==> config.mk <==
export PLATFORM = sky130hd
export DESIGN_NAME = id_ex_stage
export DESIGN_NICKNAME = d
export VERILOG_FILES = /design/src/rtl/id_ex_stage.sv
export SDC_FILE = /design/constraint.sdc
export NUM_CORES = 1
export LEC_CHECK = 0
export CAP_MARGIN = 0
export CORE_MARGIN = 3
export CORE_UTILIZATION = 44
export CTS_CLUSTER_DIAMETER = 50
export CTS_CLUSTER_SIZE = 16
export DETAILED_ROUTE_END_ITERATION = 16
export PLACE_DENSITY_LB_ADDON = 0.25
export SYNTH_ARGS = -nofsm -noshare
export SYNTH_HDL_FRONTEND = slang
export SYNTH_SLANG_ARGS = --single-unit
==> constraint.sdc <==
create_clock -name clk -period 5.8 [get_ports clk]
set_input_delay 1.74 -clock clk [delete_from_list [all_inputs] [get_ports clk]]
set_output_delay 1.74 -clock clk [all_outputs]
set_load 0.005 [all_outputs]
==> src/rtl/id_ex_stage.sv <==
`default_nettype none
// ============================================================================
//  Module      : id_ex_stage
//  Description : ID/EX pipeline register for a five-stage MIPS pipeline.
//                Latches the decode control bundle (EX/M/WB), register read
//                data, sign-extended immediate, next PC and register
//                specifiers. Detects load-use hazards against the load in EX,
//                requests a one-cycle upstream stall and injects a bubble.
//                Honours branch flush and a global hold, and counts inserted
//                bubbles in a saturating debug counter.
//  Revision    : 1.0 - initial release
// ----------------------------------------------------------------------------
//  Ports
//    clk, rst_n                      clock, asynchronous active-low reset
//    ctlex_in  [3:0]                 {RegDst, ALUOp[1:0], ALUSrc}
//    ctlm_in   [2:0]                 {Branch, MemRead, MemWrite}
//    ctlwb_in  [1:0]                 {RegWrite, MemtoReg}
//    id_valid                        decode slot holds a real instruction
//    npc_in, rdata1_in, rdata2_in,
//    sext_in   [DW-1:0]              next PC, rs data, rt data, immediate
//    rs_in, rt_in, rd_in [4:0]       register specifiers
//    flush                           kill the decode slot (taken branch)
//    hold                            freeze this register (downstream stall)
//    ex_out, m_out, wb_out           registered control bundle
//    npc_out, rdata1_out, rdata2_out,
//    sext_out  [DW-1:0]              registered datapath
//    rs_out, rt_out, rd_out [4:0]    registered specifiers
//    ex_valid                        EX slot holds a real instruction
//    stall_out                       combinational: hold PC and IF/ID
//    bubble_cnt [CW-1:0]             saturating count of inserted bubbles
// ============================================================================
module id_ex_stage #(
    parameter int DW = 32,
    parameter int CW = 16
) (
    input  logic          clk,
    input  logic          rst_n,

    input  logic [3:0]    ctlex_in,
    input  logic [2:0]    ctlm_in,
    input  logic [1:0]    ctlwb_in,
    input  logic          id_valid,
    input  logic [DW-1:0] npc_in,
    input  logic [DW-1:0] rdata1_in,
    input  logic [DW-1:0] rdata2_in,
    input  logic [DW-1:0] sext_in,
    input  logic [4:0]    rs_in,
    input  logic [4:0]    rt_in,
    input  logic [4:0]    rd_in,
    input  logic          flush,
    input  logic          hold,

    output logic [3:0]    ex_out,
    output logic [2:0]    m_out,
    output logic [1:0]    wb_out,
    output logic [DW-1:0] npc_out,
    output logic [DW-1:0] rdata1_out,
    output logic [DW-1:0] rdata2_out,
    output logic [DW-1:0] sext_out,
    output logic [4:0]    rs_out,
    output logic [4:0]    rt_out,
    output logic [4:0]    rd_out,
    output logic          ex_valid,
    output logic          stall_out,
    output logic [CW-1:0] bubble_cnt
);

    localparam logic [CW-1:0] c_CNT_MAX = '1;
    localparam logic [CW-1:0] c_CNT_ONE = {{(CW-1){1'b0}}, 1'b1};

    // Bit positions inside the control bundles
    localparam int c_ALUSRC_BIT   = 0;
    localparam int c_MEMWRITE_BIT = 0;
    localparam int c_MEMREAD_BIT  = 1;

    // ------------------------------------------------------------------------
    // State registers and their next-state values
    // ------------------------------------------------------------------------
    logic [3:0]    ex_q,       ex_d;
    logic [2:0]    m_q,        m_d;
    logic [1:0]    wb_q,       wb_d;
    logic [DW-1:0] npc_q,      npc_d;
    logic [DW-1:0] rdata1_q,   rdata1_d;
    logic [DW-1:0] rdata2_q,   rdata2_d;
    logic [DW-1:0] sext_q,     sext_d;
    logic [4:0]    rs_q,       rs_d;
    logic [4:0]    rt_q,       rt_d;
    logic [4:0]    rd_q,       rd_d;
    logic          valid_q,    valid_d;
    logic [CW-1:0] bcnt_q,     bcnt_d;

    // ------------------------------------------------------------------------
    // Load-use hazard detection
    // ------------------------------------------------------------------------
    // The decode instruction reads rt as a source unless it takes its second
    // ALU operand from the immediate; stores read rt for the write data even
    // though they use the immediate for the address.
    logic w_uses_rt;
    logic w_ex_is_load;
    logic w_rs_match;
    logic w_rt_match;
    logic w_stall;

    assign w_uses_rt    = ~ctlex_in[c_ALUSRC_BIT] | ctlm_in[c_MEMWRITE_BIT];
    // $zero never carries a real dependency, so a load into r0 is ignored.
    assign w_ex_is_load = valid_q & m_q[c_MEMREAD_BIT] & (rt_q != 5'd0);
    assign w_rs_match   = (rt_q == rs_in);
    assign w_rt_match   = w_uses_rt & (rt_q == rt_in);
    assign w_stall      = w_ex_is_load & id_valid & (w_rs_match | w_rt_match);

    // ------------------------------------------------------------------------
    // Next-state logic
    // ------------------------------------------------------------------------
    // The datapath and specifier fields load on every edge except a plain
    // hold: a flush or bubble only needs the control and valid bits cleared,
    // the data under a dead slot is don't-care but loading keeps it simple.
    logic w_load_data;
    assign w_load_data = flush | ~hold;

    always_comb begin
        ex_d     = ex_q;
        m_d      = m_q;
        wb_d     = wb_q;
        valid_d  = valid_q;
        bcnt_d   = bcnt_q;
        npc_d    = npc_q;
        rdata1_d = rdata1_q;
        rdata2_d = rdata2_q;
        sext_d   = sext_q;
        rs_d     = rs_q;
        rt_d     = rt_q;
        rd_d     = rd_q;

        if (flush) begin
            // Taken branch kills the slot; wins over hold and stall.
            ex_d    = '0;
            m_d     = '0;
            wb_d    = '0;
            valid_d = 1'b0;
        end else if (hold) begin
            // Downstream stall: everything keeps its value.
        end else if (w_stall) begin
            // Bubble: the dependent instruction is held upstream and loads on
            // the following edge. Clearing MemRead here is what limits the
            // stall to a single cycle.
            ex_d    = '0;
            m_d     = '0;
            wb_d    = '0;
            valid_d = 1'b0;
            if (bcnt_q != c_CNT_MAX) begin
                bcnt_d = bcnt_q + c_CNT_ONE;
            end
        end else begin
            ex_d    = id_valid ? ctlex_in : 4'd0;
            m_d     = id_valid ? ctlm_in  : 3'd0;
            wb_d    = id_valid ? ctlwb_in : 2'd0;
            valid_d = id_valid;
        end

        if (w_load_data) begin
            npc_d    = npc_in;
            rdata1_d = rdata1_in;
            rdata2_d = rdata2_in;
            sext_d   = sext_in;
            rs_d     = rs_in;
            rt_d     = rt_in;
            rd_d     = rd_in;
        end
    end

    // ------------------------------------------------------------------------
    // Pipeline register
    // ------------------------------------------------------------------------
    always_ff @(posedge clk or negedge rst_n) begin
        if (!rst_n) begin
            ex_q     <= '0;
            m_q      <= '0;
            wb_q     <= '0;
            valid_q  <= 1'b0;
            bcnt_q   <= '0;
            npc_q    <= '0;
            rdata1_q <= '0;
            rdata2_q <= '0;
            sext_q   <= '0;
            rs_q     <= '0;
            rt_q     <= '0;
            rd_q     <= '0;
        end else begin
            ex_q     <= ex_d;
            m_q      <= m_d;
            wb_q     <= wb_d;
            valid_q  <= valid_d;
            bcnt_q   <= bcnt_d;
            npc_q    <= npc_d;
            rdata1_q <= rdata1_d;
            rdata2_q <= rdata2_d;
            sext_q   <= sext_d;
            rs_q     <= rs_d;
            rt_q     <= rt_d;
            rd_q     <= rd_d;
        end
    end

    // ------------------------------------------------------------------------
    // Outputs
    // ------------------------------------------------------------------------
    assign ex_out     = ex_q;
    assign m_out      = m_q;
    assign wb_out     = wb_q;
    assign npc_out    = npc_q;
    assign rdata1_out = rdata1_q;
    assign rdata2_out = rdata2_q;
    assign sext_out   = sext_q;
    assign rs_out     = rs_q;
    assign rt_out     = rt_q;
    assign rd_out     = rd_q;
    assign ex_valid   = valid_q;
    assign stall_out  = w_stall;
    assign bubble_cnt = bcnt_q;

endmodule
`default_nettype wire

### Word level (Yosys, flattened, before mapping)

Index checks and enable logic that the tools add are counted.

| word-level totals | value |
|---|---|
| word-level logic and storage cells | 45 |
| output and inout bits | 170 |
| register bits | 169 |
| bits of input ports | 157 |

| operators by class | value |
|---|---|
| add/sub/neg operators | 1 |
| bitwise operators | 11 |
| equal/unequal tests | 4 |
| multiplexer cells | 15 |
| reduce and logical (&&, ||, !) cells | 2 |

Operator list:

| cell | number |
|---|---|
| $add A16 B1 Y16 const B | 1 |
| $mux W4 | 4 |
| $ne A16 B16 Y1 const B | 1 |
| $mux W3 | 4 |
| $eq A5 B5 Y1 | 2 |
| $mux W2 | 4 |
| $and A1 B1 Y1 | 5 |
| $reduce_bool A5 Y1 | 1 |
| $reduce_and A4 Y1 | 1 |
| $mux W1 | 3 |
| $not A1 Y1 | 3 |
| $or A1 B1 Y1 | 3 |
| $ne A2 B2 Y1 const B | 1 |

### Longest topological paths before layout

| logic depth | value |
|---|---|
| depth after elaboration | 8 |
| depth in mapped cells | 6 |
| mapped depth without buffers | 6 |

### Worst setup path before layout

Ideal clock, no wire load.

| timing | value |
|---|---|
| kind | in2out |
| start point | input port rt_in[2] |
| end point | output port stall_out |
| path slack | 1.369 ns |
| path buffers | 1 |
| stages on the path | 5 |
| data arrival time | 2.691 ns |
| cell sequence | xnor2_1 -> nand4_1 -> o22ai_2 -> buf_2 -> and2_2 |

| between the ends | value |
|---|---|
| longest elaborated chain between the ends | 4 |

RTL lines:

| item | RTL line | RTL |
|---|---|---|
| start, declared | 48 | `input logic [4:0] rt_in,` |
| $eq A5 B5 Y1 | 108 | `assign w_rt_match = w_uses_rt & (rt_q == rt_in);` |
| $and A1 B1 Y1 | 108 |  |
| $or A1 B1 Y1 | 109 | `assign w_stall = w_ex_is_load & id_valid & (w_rs_match \| w_rt_match);` |
| $and A1 B1 Y1 | 109 |  |
| end, declared | 64 | `output logic stall_out,` |

Every way passes these cells.

### Final worst setup path

| timing | value |
|---|---|
| start point | input port rt_in[0] |
| end point | output port stall_out |

The elaborated chain is that of the path after synthesis.

==> summary.md <==
| Metric | Value |
|---|---|
| Post-placement worst setup slack | ~0.5 ns |
| Final count of hold timing violations | 0 |
| Proportion of synthesized chip area in sequential cells | 0.634 |
| First-iteration detailed-routing DRC count | around 460 |
| Number of DRC violations after detailed routing | 0 |
| Post-CTS setup repair buffer count | 0 |
| Maximum count of clock buffers along a single path | 2 |
| Number of cell instances on the worst register-to-register path | 5 |
| Count of TritonRoute iterations in the first routing pass | 7 |
| Clock tree root buffer cell | clkbuf_16 |
| Vias in the first global route | around 5900 |
| Skew-Pair Late Insertion Delay | roughly 0.42 ns |
| Crit path arrival time | roughly 3.5 ns |
| Initial core utilization | 0.454 |
| Type of element capturing the critical path | output pin |
| Internal Power | around 2.2 mW |
| Pin count of the biggest net entering global routing | 96 |
| Number of standard-cell rows in the floorplan | 44 |
| Share of final-layout standard cells stronger than drive strength 1 | 0.0453 |
| Post-route worst hold slack | around 0.46 ns |
| Clk pwr share | 0.397 |
| Worst setup margin | 0.541 ns |
| Relative max-transition margin | 0.421 |
| Setup repair after global routing missed its margin | false |
| Path type of the worst setup path | in -> out |
| Global-route wire length before repair | 30.6 mm |
| Total power density per cell area | ~280 mW/mm² |
| Placed cell areas | 0.0101 mm² |
| Clock input transition at the sequential cells of the worst setup and hold paths | roughly 0.070 ns |
| Combinational group share of total power | 0.159 |
| Die Width | about 130 µm |
| Highest fanout seen on the critical path | 2 |
| Total of fill cells in the finished design | approximately 1100 |
| Final nets | around 1200 |
| Max Freq | 190 MHz |
| Detailed placement HPWL | ~14 mm |
| Post-synth design cell area | ~0.0067 mm² |
| Average footprint of a synthesized cell | 9.15 µm² |
| Final worst path period share | 0.907 |
| Total power after layout | 2.96 mW |
| Setup TNS Final | 0 ns |
| Grt ovf | 0 |
| Per-cell routed wire length | 16.2 µm |
| HP Class | reg -> reg |
| Highest-count cells in the layout ignoring fill and taps | nand2_1 (438), clkdlybuf4s50_1 (325), dfrtp_1 (169) |
| Residual antenna-violating net count after detailed routing | 0 |
| Switching component of the power | between 0.7 and 0.8 mW |
| Number of buffers added to fix hold violations after cts | 0 |
| Clock tree from TritonCTS | done |
| Post-Route WL | 20.1 mm |
| Distinct cells, synth | 32 |
| Average via count per standard cell | 4.84 |
| Area growth from synthesis to layout | 60.8% |
| Quantity of gates resized following cts | 0 |
| Clock net sink count | 169 |
| Leading cell type in the layout, fill and taps excluded | nand2_1 |
| Count of cells along the worst hold path | 2 |
| Finished layout cell area | 0.0107 mm² |
| Yosys synthesis warning count | 0 |
| Y dimension of the die | around 130 µm |
| Net count of the mapped netlist | between 800 and 900 |
| Largest clock skew in the final design | 0.00944 ns |
| Initial antenna violation count | 1 |
| Count of input and output buffers | approximately 330 |
| Maximum ir drop on the vdd rail | 0.169 mV |
| Number of vias in the routed layout | 6017 |
| Final setup violation count | 0 |
| Std-Cell Core Area | ~0.015 mm² |
| Number of max-slew violations in the final report | 0 |
| Placer Congestion | ~0.86 |
| Status | finished, final reports clean |
| Num CTS Buffers | 17 |
| Critical Path Start Type | primary input |
| Num ports | 327 |
| H-tree lvl count | 4 |
| Leakage power summed over all cells | around 5 nW |
| Clock period minus worst slack | approximately 5.3 ns |
| Portion of total power attributed to sequential cells | 0.445 |
| Net switching fraction of the power | 0.242 |
| Post-Synthesis Cells | 729 |
| Data required time at the worst endpoint | 4.06 ns |
| Max-cap violations | 0 |
| Die outline area | roughly 0.017 mm² |
| Flops & latches, synth | 169 |
| Worst-margin pin slew | 0.869 ns |
| Overall global routing resource usage | 0.239 |
kinds of logic after synthesis:
group           count (synthesis)  synth area share
compound gates                 16            0.0244
mux                             1           0.00169
xor+xnor                       25            0.0328
buf+inv                        36            0.0208
simple gates                  481             0.284
flops                         169             0.634
fa+ha+maj                       1           0.00188
flip-flops by register name (all words and copies together), names as in the netlist:
register / count
bubble_cnt: 16
rdata1_out: 32
ex_out: 4
sext_out: 32
npc_out: 32
ex_valid: 1
rs_out: 5
rt_out: 5
rd_out: 5
m_out: 3
rdata2_out: 32
wb_out: 2
worst max-delay path: stages:
cell and delay, ns:
clkdlybuf4s50_1 0.50, xnor2_1 0.13, o21ai_0 0.21, o22ai_2 0.27, and2_2 0.17, clkdlybuf4s50_1 0.50
power groups by stage:
stage	Combinational [mW]	Sequential [mW]	Clock (mW)
final	0.469	1.32	1.17
after floorplan	0.117	1.34	0
after global placement	0.468	1.33	0
after CTS	0.477	1.32	1.19
after global routing	0.512	1.33	1.24
after detailed placement	0.474	1.34	0
routing by layer:
layer / global-route usage / wire length [µm] / vias up
met3: 0.0899 / 1960 / 41
li1: - / - / 2891
met5: 0 / 0 / -
met2: 0.402 / 9960 / 273
met1: 0.266 / 7440 / 2812
met4: 0.119 / 750 / 0
final cells by class:
| cell class | instances | area [µm²] | area share |
|---|---|---|---|
| well taps | 184 | 230 | 0.0215 |
| flip-flops and latches | 169 | 4230 | 0.394 |
| multi-input cells | 524 | 2310 | 0.216 |
| inverters | 2 | 10.0 | 0.000934 |
| clock inverters | 13 | 169 | 0.0158 |
| diodes | 1 | 2.50 | 0.000233 |
| clock buffers | 19 | 443 | 0.0413 |
| repair buffers | 332 | 3320 | 0.310 |
stage by stage:
step / util / instances
after detailed placement: 0.688 / 1211
after global routing: 0.729 / 1244
final: 0.729 / 1244
after floorplan: - / 729
after CTS: 0.729 / 1243
after global placement: 0.688 / 1211
Yosys cell counts:
| cell type | instances | area (µm²) |
|---|---|---|
| clkbuf_1 | 33 | 124 |
| nor2_2 | 1 | 6.26 |
| ha_1 | 1 | 12.5 |
| buf_2 | 1 | 5.00 |
| nand4_1 | 7 | 43.8 |
| and4_1 | 1 | 8.76 |
| nand2b_1 | 1 | 6.26 |
| o21ai_0 | 1 | 5.00 |
| and4b_1 | 1 | 10.0 |
| mux2_1 | 1 | 11.3 |
| nand3_1 | 12 | 60.1 |
| and3_1 | 5 | 31.3 |
| nor2_1 | 5 | 18.8 |
| o22ai_2 | 1 | 12.5 |
| nor2b_1 | 1 | 6.26 |
| nand3b_1 | 1 | 7.51 |
| and2_2 | 1 | 7.51 |
| xnor2_1 | 25 | 219 |
| a21o_1 | 1 | 7.51 |
| inv_4 | 1 | 6.26 |
| nand2_2 | 1 | 6.26 |
| o41ai_1 | 1 | 8.76 |
| a22o_1 | 9 | 78.8 |
| a21oi_4 | 1 | 16.3 |
| nor3_1 | 4 | 20.0 |
| o2111ai_4 | 1 | 26.3 |
| a211oi_1 | 1 | 7.51 |
| and2_1 | 1 | 6.26 |
| dfrtp_1 | 169 | 4230 |
| inv_1 | 1 | 3.75 |
| or4_4 | 1 | 11.3 |
| nand2_1 | 438 | 1640 |
path summary, 6_finish.rpt:
kind / start / to / slack [ns]
setup / recovery: rt_in[0] / stall_out / 0.54
setup reg to reg: rt_out[1] / bubble_cnt[1] / 3.73
max in group asynchronous: rst_n / rdata2_out[7] / 3.31
hold reg to reg: npc_out[10] / npc_out[10] / 0.46
hold / removal: npc_out[10] / npc_out[10] / 0.46
min in group asynchronous: rst_n / bubble_cnt[3] / 1.39
(Power assumes the default switching activity.)
